===== src/rtl/fetch_pkg.sv =====
// Shared types and constants for the Program_Rom fetch sequencer.
// Provides the FSM state enum, PC/row widths, sel_mem_0 encodings and
// the THUMB32 prefix check used to flag a 32-bit instruction pair.
package fetch_pkg;

    localparam int unsigned PC_W  = 15;
    localparam int unsigned ROW_W = 14;
    localparam int unsigned CNT_W = 3;
    localparam int unsigned HW_W  = 16;

    // sel_mem_0 encodings; SEL0_IR1 and 2'd3 are reserved and never driven
    localparam logic [1:0] SEL0_DATA0 = 2'd0;
    localparam logic [1:0] SEL0_IR1   = 2'd1;
    localparam logic [1:0] SEL0_DATA1 = 2'd2;

    localparam logic [4:0] THUMB32_PFX_0 = 5'b11101;
    localparam logic [4:0] THUMB32_PFX_1 = 5'b11110;
    localparam logic [4:0] THUMB32_PFX_2 = 5'b11111;

    typedef enum logic [1:0] {
        IDLE  = 2'd0,
        RUN   = 2'd1,
        FLUSH = 2'd2,
        HALT  = 2'd3
    } fetch_state_t;

    // True when the top five bits of a halfword start a 32-bit instruction
    function automatic logic is_thumb32(input logic [4:0] pfx);
        return (pfx == THUMB32_PFX_0) || (pfx == THUMB32_PFX_1) ||
               (pfx == THUMB32_PFX_2);
    endfunction

endpackage


===== src/rtl/fetch_sequencer_if.sv =====
// Bus between the fetch sequencer, the Program_Rom muxes and decode.
// master: the sequencer (drives ROM addressing and slot status).
// slave : ROM/decode side (drives consume/redirect commands and IR_0).
interface fetch_sequencer_if;
    import fetch_pkg::*;

    logic [1:0]       dec_consume;
    logic             redirect;
    logic [PC_W-1:0]  redirect_pc;
    logic [HW_W-1:0]  ir_0;

    logic [ROW_W-1:0] rom_addr;
    logic             pc_1;
    logic             sel_mem_1;
    logic [1:0]       sel_mem_0;
    logic             slot0_valid;
    logic             slot1_valid;
    logic             pair_is_wide;
    logic [PC_W-1:0]  fetch_pc;
    logic             consume_err;

    modport master (
        input  dec_consume, redirect, redirect_pc, ir_0,
        output rom_addr, pc_1, sel_mem_1, sel_mem_0,
        output slot0_valid, slot1_valid, pair_is_wide, fetch_pc, consume_err
    );

    modport slave (
        output dec_consume, redirect, redirect_pc, ir_0,
        input  rom_addr, pc_1, sel_mem_1, sel_mem_0,
        input  slot0_valid, slot1_valid, pair_is_wide, fetch_pc, consume_err
    );

endinterface


===== src/rtl/fetch_mux_ctrl.sv =====
// Combinational Program_Rom mux control from the PC parity bit.
// Ports: pc_lsb (pc[0]) -> pc_1 (bank-0 row increment), sel_mem_1, sel_mem_0.
// Even PC: IR_0=bank0, IR_1=bank1. Odd PC: IR_0=bank1, IR_1=bank0 row r+1.
module fetch_mux_ctrl
    import fetch_pkg::*;
(
    input  logic       pc_lsb,
    output logic       pc_1,
    output logic       sel_mem_1,
    output logic [1:0] sel_mem_0
);

    assign pc_1      = pc_lsb;
    assign sel_mem_1 = ~pc_lsb;
    assign sel_mem_0 = pc_lsb ? SEL0_DATA1 : SEL0_DATA0;

endmodule


===== src/rtl/fetch_sequencer.sv =====
// Program counter and fetch FSM for the dual-bank, dual-issue Program_Rom.
// Ports: clk, rst_n (async active-low), start (pulse), halt_req (level),
// bus (master): consume/redirect from decode, ROM row/mux controls,
// slot valids, wide-pair flag, fetch_pc and sticky consume_err.
module fetch_sequencer
    import fetch_pkg::*;
#(
    parameter int unsigned     ROM_ROWS     = 16384,
    parameter int unsigned     FLUSH_CYCLES = 1,
    parameter logic [PC_W-1:0] RESET_PC     = '0
) (
    input  logic              clk,
    input  logic              rst_n,
    input  logic              start,
    input  logic              halt_req,
    fetch_sequencer_if.master bus
);

    localparam int unsigned      PC_SPAN    = 2 * ROM_ROWS;
    localparam int unsigned      SUM_W      = PC_W + 1;
    localparam logic [PC_W-1:0]  PC_MAX     = PC_W'(PC_SPAN - 1);
    localparam logic [CNT_W-1:0] FLUSH_INIT = CNT_W'(FLUSH_CYCLES - 1);

    fetch_state_t     state_q, state_d;
    logic [PC_W-1:0]  pc_q, pc_d, last_pc_q, redirect_pc_mod;
    logic [CNT_W-1:0] cnt_q, cnt_d;
    logic             err_q, err_d;
    logic             slot0_c, slot1_c;
    logic [1:0]       room, step;
    logic [SUM_W-1:0] pc_sum;
    logic             unused_ir;

    assign redirect_pc_mod = PC_W'(32'(bus.redirect_pc) % PC_SPAN);
    assign unused_ir       = ^{bus.ir_0[10:0]};

    // State, PC, flush counter and sticky error registers
    always_ff @(posedge clk or negedge rst_n) begin
        if (!rst_n) begin
            state_q   <= IDLE;
            pc_q      <= RESET_PC;
            cnt_q     <= '0;
            err_q     <= 1'b0;
            last_pc_q <= RESET_PC;
        end else begin
            state_q <= state_d;
            pc_q    <= pc_d;
            cnt_q   <= cnt_d;
            err_q   <= err_d;
            if (slot0_c) begin
                last_pc_q <= pc_q;
            end
        end
    end

    // Next-state, PC advance and slot status
    always_comb begin
        state_d = state_q;
        pc_d    = pc_q;
        cnt_d   = cnt_q;
        err_d   = err_q;
        slot0_c = (state_q == RUN);
        // bank-0 row r+1 does not exist past the last halfword
        slot1_c = slot0_c && (pc_q != PC_MAX);
        room    = slot1_c ? 2'd2 : 2'd1;
        step    = (bus.dec_consume > room) ? room : bus.dec_consume;
        pc_sum  = {1'b0, pc_q} + SUM_W'(step);

        case (state_q)
            IDLE, HALT: begin
                if (halt_req) begin
                    state_d = HALT;
                end else if (start) begin
                    state_d = RUN;
                    pc_d    = RESET_PC;
                    cnt_d   = '0;
                    err_d   = 1'b0;
                end
            end
            RUN: begin
                if (halt_req) begin
                    state_d = HALT;
                end else if (bus.redirect) begin
                    state_d = FLUSH;
                    pc_d    = redirect_pc_mod;
                    cnt_d   = FLUSH_INIT;
                end else begin
                    if (bus.dec_consume > room) begin
                        err_d = 1'b1;
                    end
                    pc_d = (32'(pc_sum) >= PC_SPAN) ? PC_W'(32'(pc_sum) - PC_SPAN)
                                                    : PC_W'(pc_sum);
                end
            end
            FLUSH: begin
                if (halt_req) begin
                    state_d = HALT;
                end else if (bus.redirect) begin
                    pc_d  = redirect_pc_mod;
                    cnt_d = FLUSH_INIT;
                end else if (cnt_q == '0) begin
                    state_d = RUN;
                end else begin
                    cnt_d = cnt_q - CNT_W'(1);
                end
            end
            default: state_d = IDLE;
        endcase
    end

    assign bus.rom_addr     = pc_q[PC_W-1:1];
    assign bus.slot0_valid  = slot0_c;
    assign bus.slot1_valid  = slot1_c;
    assign bus.pair_is_wide = slot0_c & slot1_c & is_thumb32(bus.ir_0[15:11]);
    assign bus.fetch_pc     = slot0_c ? pc_q : last_pc_q;
    assign bus.consume_err  = err_q;

    fetch_mux_ctrl u_mux_ctrl (
        .pc_lsb    (pc_q[0]),
        .pc_1      (bus.pc_1),
        .sel_mem_1 (bus.sel_mem_1),
        .sel_mem_0 (bus.sel_mem_0)
    );

endmodule


===== src/flat_wrapper.sv =====
// flat-port wrapper written by rule: the top's interface ports become plain ports
module fetch_sequencer_flat import fetch_pkg::*;
#(
    parameter int unsigned     ROM_ROWS     = 16384,
    parameter int unsigned     FLUSH_CYCLES = 1,
    parameter logic [PC_W-1:0] RESET_PC     = '0
)
  (clk, rst_n, start, halt_req, bus_dec_consume, bus_redirect, bus_redirect_pc, bus_ir_0, bus_rom_addr, bus_pc_1, bus_sel_mem_1, bus_sel_mem_0, bus_slot0_valid, bus_slot1_valid, bus_pair_is_wide, bus_fetch_pc, bus_consume_err);
  fetch_sequencer_if bus_i ();
  input  logic clk;
  input  logic rst_n;
  input  logic start;
  input  logic halt_req;
  input wire logic [$bits(bus_i.dec_consume)-1:0] bus_dec_consume;
  input wire logic [$bits(bus_i.redirect)-1:0] bus_redirect;
  input wire logic [$bits(bus_i.redirect_pc)-1:0] bus_redirect_pc;
  input wire logic [$bits(bus_i.ir_0)-1:0] bus_ir_0;
  output wire logic [$bits(bus_i.rom_addr)-1:0] bus_rom_addr;
  output wire logic [$bits(bus_i.pc_1)-1:0] bus_pc_1;
  output wire logic [$bits(bus_i.sel_mem_1)-1:0] bus_sel_mem_1;
  output wire logic [$bits(bus_i.sel_mem_0)-1:0] bus_sel_mem_0;
  output wire logic [$bits(bus_i.slot0_valid)-1:0] bus_slot0_valid;
  output wire logic [$bits(bus_i.slot1_valid)-1:0] bus_slot1_valid;
  output wire logic [$bits(bus_i.pair_is_wide)-1:0] bus_pair_is_wide;
  output wire logic [$bits(bus_i.fetch_pc)-1:0] bus_fetch_pc;
  output wire logic [$bits(bus_i.consume_err)-1:0] bus_consume_err;
  assign bus_i.dec_consume = bus_dec_consume;
  assign bus_i.redirect = bus_redirect;
  assign bus_i.redirect_pc = bus_redirect_pc;
  assign bus_i.ir_0 = bus_ir_0;
  assign bus_rom_addr = bus_i.rom_addr;
  assign bus_pc_1 = bus_i.pc_1;
  assign bus_sel_mem_1 = bus_i.sel_mem_1;
  assign bus_sel_mem_0 = bus_i.sel_mem_0;
  assign bus_slot0_valid = bus_i.slot0_valid;
  assign bus_slot1_valid = bus_i.slot1_valid;
  assign bus_pair_is_wide = bus_i.pair_is_wide;
  assign bus_fetch_pc = bus_i.fetch_pc;
  assign bus_consume_err = bus_i.consume_err;
  fetch_sequencer #(.ROM_ROWS(ROM_ROWS), .FLUSH_CYCLES(FLUSH_CYCLES), .RESET_PC(RESET_PC)) u_core (.clk(clk), .rst_n(rst_n), .start(start), .halt_req(halt_req), .bus(bus_i));
endmodule

===== config.mk =====
export PLATFORM = sky130hd
export DESIGN_NAME = fetch_sequencer_flat
export DESIGN_NICKNAME = d
export VERILOG_FILES = /design/src/rtl/fetch_pkg.sv /design/src/rtl/fetch_sequencer_if.sv /design/src/rtl/fetch_mux_ctrl.sv /design/src/rtl/fetch_sequencer.sv /design/src/flat_wrapper.sv
export SDC_FILE = /design/constraint.sdc
export NUM_CORES = 1
export LEC_CHECK = 0
export CORE_ASPECT_RATIO = 1.2
export CORE_UTILIZATION = 45
export CTS_CLUSTER_DIAMETER = 200
export DETAILED_ROUTE_END_ITERATION = 16
export PLACE_DENSITY_LB_ADDON = 0.25
export RECOVER_POWER = 100
export SLEW_MARGIN = 10
export SYNTH_ARGS = -nofsm -noshare
export SYNTH_HDL_FRONTEND = slang
export SYNTH_HIERARCHICAL = 1
export SYNTH_SLANG_ARGS = --single-unit

===== constraint.sdc =====
create_clock -name clk -period 3.45 [get_ports clk]
set_input_delay 0.69 -clock clk [delete_from_list [all_inputs] [get_ports clk]]
set_output_delay 0.69 -clock clk [all_outputs]
set_load 0.005 [all_outputs]

==> summary.md <==
| Metric | Value |
|---|---|
| Status | complete, but fails checks |
| Violated checks | capacitance limit, slew limit |
| Tmin final | between 3000 and 4000 ps |
| CP Buf/Inv Count | 2 |
| Power Total | 2.02 mW |
| DRT iter0 DRCs | 116 |
| CP top delay family | simple AND/OR/NAND/NOR gates |
| Post-CTS Setup Inserts | 0 |
| Yosys warnings | 6 |
| Slowest stage delay, CP | roughly 460 ps |
| Most frequent cells in the layout | clkdlybuf4s50_1 (36), dfrtp_1 (36), dlygate4sd3_1 (25) |
| Clk buf depth | 2 |
| Final Cell Area | 2920 sq um |
| Max rail drop VDD | around 0.36 mV |
| Worst Path Required | 3650 ps |
| DRC violations left | 0 |
| CTS Buf Count | 5 |
| Die area | about 5300 sq um |
| Site Rows | 27 |
| Post-Syn Instances | between 200 and 250 |
| Nets | roughly 330 |
| Switching part of the total | roughly two fifths |
| I/O Buffers | a little over 60 |
| Switch Pwr | 0.791 mW |
| Largest net degree at the start of global routing | 37 |
| Post-Route Setup TNS | 0 ps |
| Clk_skew | approximately 14 ps |
| Internal power | 1.23 mW |
| Area Overhead vs Synth | 28.6% |
| Area leader, netlist | dfrtp_1 |
| Final Wtd Congestion | between 0.8 and 0.9 |
| Initial antenna violation count | 0 |
| DP HPWL | just under 4 mm |
| Cell Area, Synth | 2270 sq um |
| Clock Tree Root | clkbuf_8 |
| Clock power frac | 14.5% |
| Post-DR wirelength/cell | between 15 and 20 microns |
| Post-synth EDFFs | 0 |
| Average cell area after synthesis | a little under 10 sq um |
| Detail Route Antenna Nets | 0 |
| Max cap viols | 1 |
| Filler Cells Inserted | between 400 and 500 |
| Reg power frac | 32.7% |
| Crit path arrival time | around 3400 ps |
| Router iterations before antenna repair | 4 |
| Comb pwr share | approximately 53% |
| Critical Path Sink Type | flop |
| Via Count | just under 2,000 |
| H-tree depth | 2 |
| Least-Margin Pin Slew | between 1500 and 2000 ps |
| Synth async-reset ratio | 100% |
| Vias in the first global route | ~1,900 |
| Tightest Hold Check Type | reg -> reg |
| Share of layout cells above drive strength 1 | a little under a tenth |
| Post-cts resize count | 0 |
| Clock-pin slew on the worst setup and hold paths | around 70 ps |
| Achievable frequency | approximately 310 MHz |
| Final setup slack of the worst path | 256 ps |
| Final WL | 5.32 mm |
| Post-DP Area | around 2900 sq um |
| Die Ht | ~80 microns |
| Insertion delay to the later sink of the worst-skew pair | 290 ps |
| Cell variety after synth | 56 |
| Hold Vio Cnt, Final | 0 |
| Power per cell area | approximately 690 nW/um^2 |
| Post-CTS Hold Buffers | 0 |
| Part of the Yosys area used for sequential elements | between 30% and 40% |
| FF+latch count, synth | 36 |
| Initial Util | roughly 48% |
| Number of top-level pins | 75 |
| Worst Path Max Fanout | 6 |
| Via density | 5.70 |
| TritonCTS Sinks | 36 |
| GRT Overall Usage | between 20% and 30% |
| Leak | 1.33 nW |
| Setup violators final | 0 |
| Die span in x | about 67 microns |
| Setup CP Type | reg -> reg |
| Slew Viols, Final | 37 |
| Post-synth top area share | 39.7% |
| Slew Limit Headroom | -27.9% |
| Final global-route overflow total | 0 |
| Top area cells in the synthesized netlist | dfrtp_1 (40%), mux2_2 (7.4%), buf_4 (5.6%) |
| CP max-delay cell | fa_1 |
| Final Cycle Share | ~93% |
| Core area | 4730 sq um |
| Syn Nets | roughly 280 |
| CTS tree | built |
| N_diodes | 0 |
| Top_reg_cell synth | dfrtp_1 |
| RSZ-0062 raised after global routing | false |
| First-pass GRT wire length | roughly 8.6 mm |
| CP Launch Type | flop |
| Setup WS pre-CTS | approximately 320 ps |
| Critical-path cell list | nand4_1 -> or2_0 -> o41ai_2 -> inv_1 -> ha_1 -> fa_1 -> nand3_1 -> clkbuf_1 -> nor3_1 -> xnor2_1 -> o21ai_0 |
-- cells by family after synthesis --
logic type               count (synthesis)  synth area share [%]
AND/OR/NAND/NOR                         70                  17.0
AO/OA/AOI/OAI                           56                  18.3
buffers and inverters                   38                  9.87
flip-flops                              36                  39.7
multiplexers                            18                  8.77
adder cells (fa/ha/maj)                 10                  5.84
other                                    1                 0.165
XOR/XNOR                                 1                 0.386
-- power by group through the flow --
stage                     clock network [mW]  registers (mW)  logic, mW
after CTS                              0.302           0.665       1.14
after global placement                     0           0.664       1.11
after global routing                   0.318           0.683       1.19
after floorplan                            0           0.650      0.687
final                                  0.293           0.661       1.07
after detailed placement                   0           0.673       1.14
-- synthesized netlist by cell type (all sizes together) (2+ instances only) --
cell	number
dfrtp	36
buf	22
mux2	15
nor2	14
o21ai	14
inv	13
nand2	12
a21oi	9
ha	9
nand3	7
nor3	7
nor4	6
a221o	4
nand2b	4
or2	4
a22oi	3
a32oi	3
and3	3
clkbuf	3
mux2i	3
nand4	3
o2bb2ai	3
o311ai	3
o31ai	3
a211o	2
nor2b	2
nor3b	2
-- registers in the layout, summed over array words and instances, names as in the netlist --
register                count
u_core/bus.consume_err      1
u_core/cnt_q                3
u_core/last_pc_q           15
u_core/pc_q                15
u_core/state_q              2
-- worst paths after layout --
kind / startpoint / endpoint / slack [ps] / cells after the start
worst max-delay path: u_core/pc_q[10] / u_core/pc_q[10] / 260 / 11
worst min-delay path: u_core/last_pc_q[4] / u_core/last_pc_q[4] / 480 / 1
worst max register to register: u_core/pc_q[10] / u_core/pc_q[10] / 260 / 11
worst min register to register: u_core/last_pc_q[4] / u_core/last_pc_q[4] / 480 / 1
max in group asynchronous: rst_n / u_core/last_pc_q[8] / 1410 / 1
min in group asynchronous: rst_n / u_core/pc_q[6] / 930 / 1
-- area by class of cell --
type	count	area [sq um]	share of cell area [%]
timing repair buffer	73	671	23.0
multi-input combinational	156	1140	39.0
clock buffer	5	68.8	2.36
tap	58	72.6	2.49
inverter	13	48.8	1.67
sequential	36	901	30.9
clock inverter	3	18.8	0.643
-- through the flow --
step	utilization (%)	hold slack [ps]	instances
floorplan	-	394	230
global placement	60.6	480	336
detailed placement	60.6	484	336
CTS	62.4	501	344
global route	61.7	514	344
finish	61.7	480	344
-- routing by layer --
metal,track usage [%],vias up,share of wire (%),wire (microns)
met4,5.74,0,0.90,48
met1,27.8,965,45,2370
met2,36.1,50,52,2740
li1,-,937,-,-
met3,3.14,9,3.1,163
met5,0,-,0,0
No activity file was read; power rests on OpenSTA's default activity.
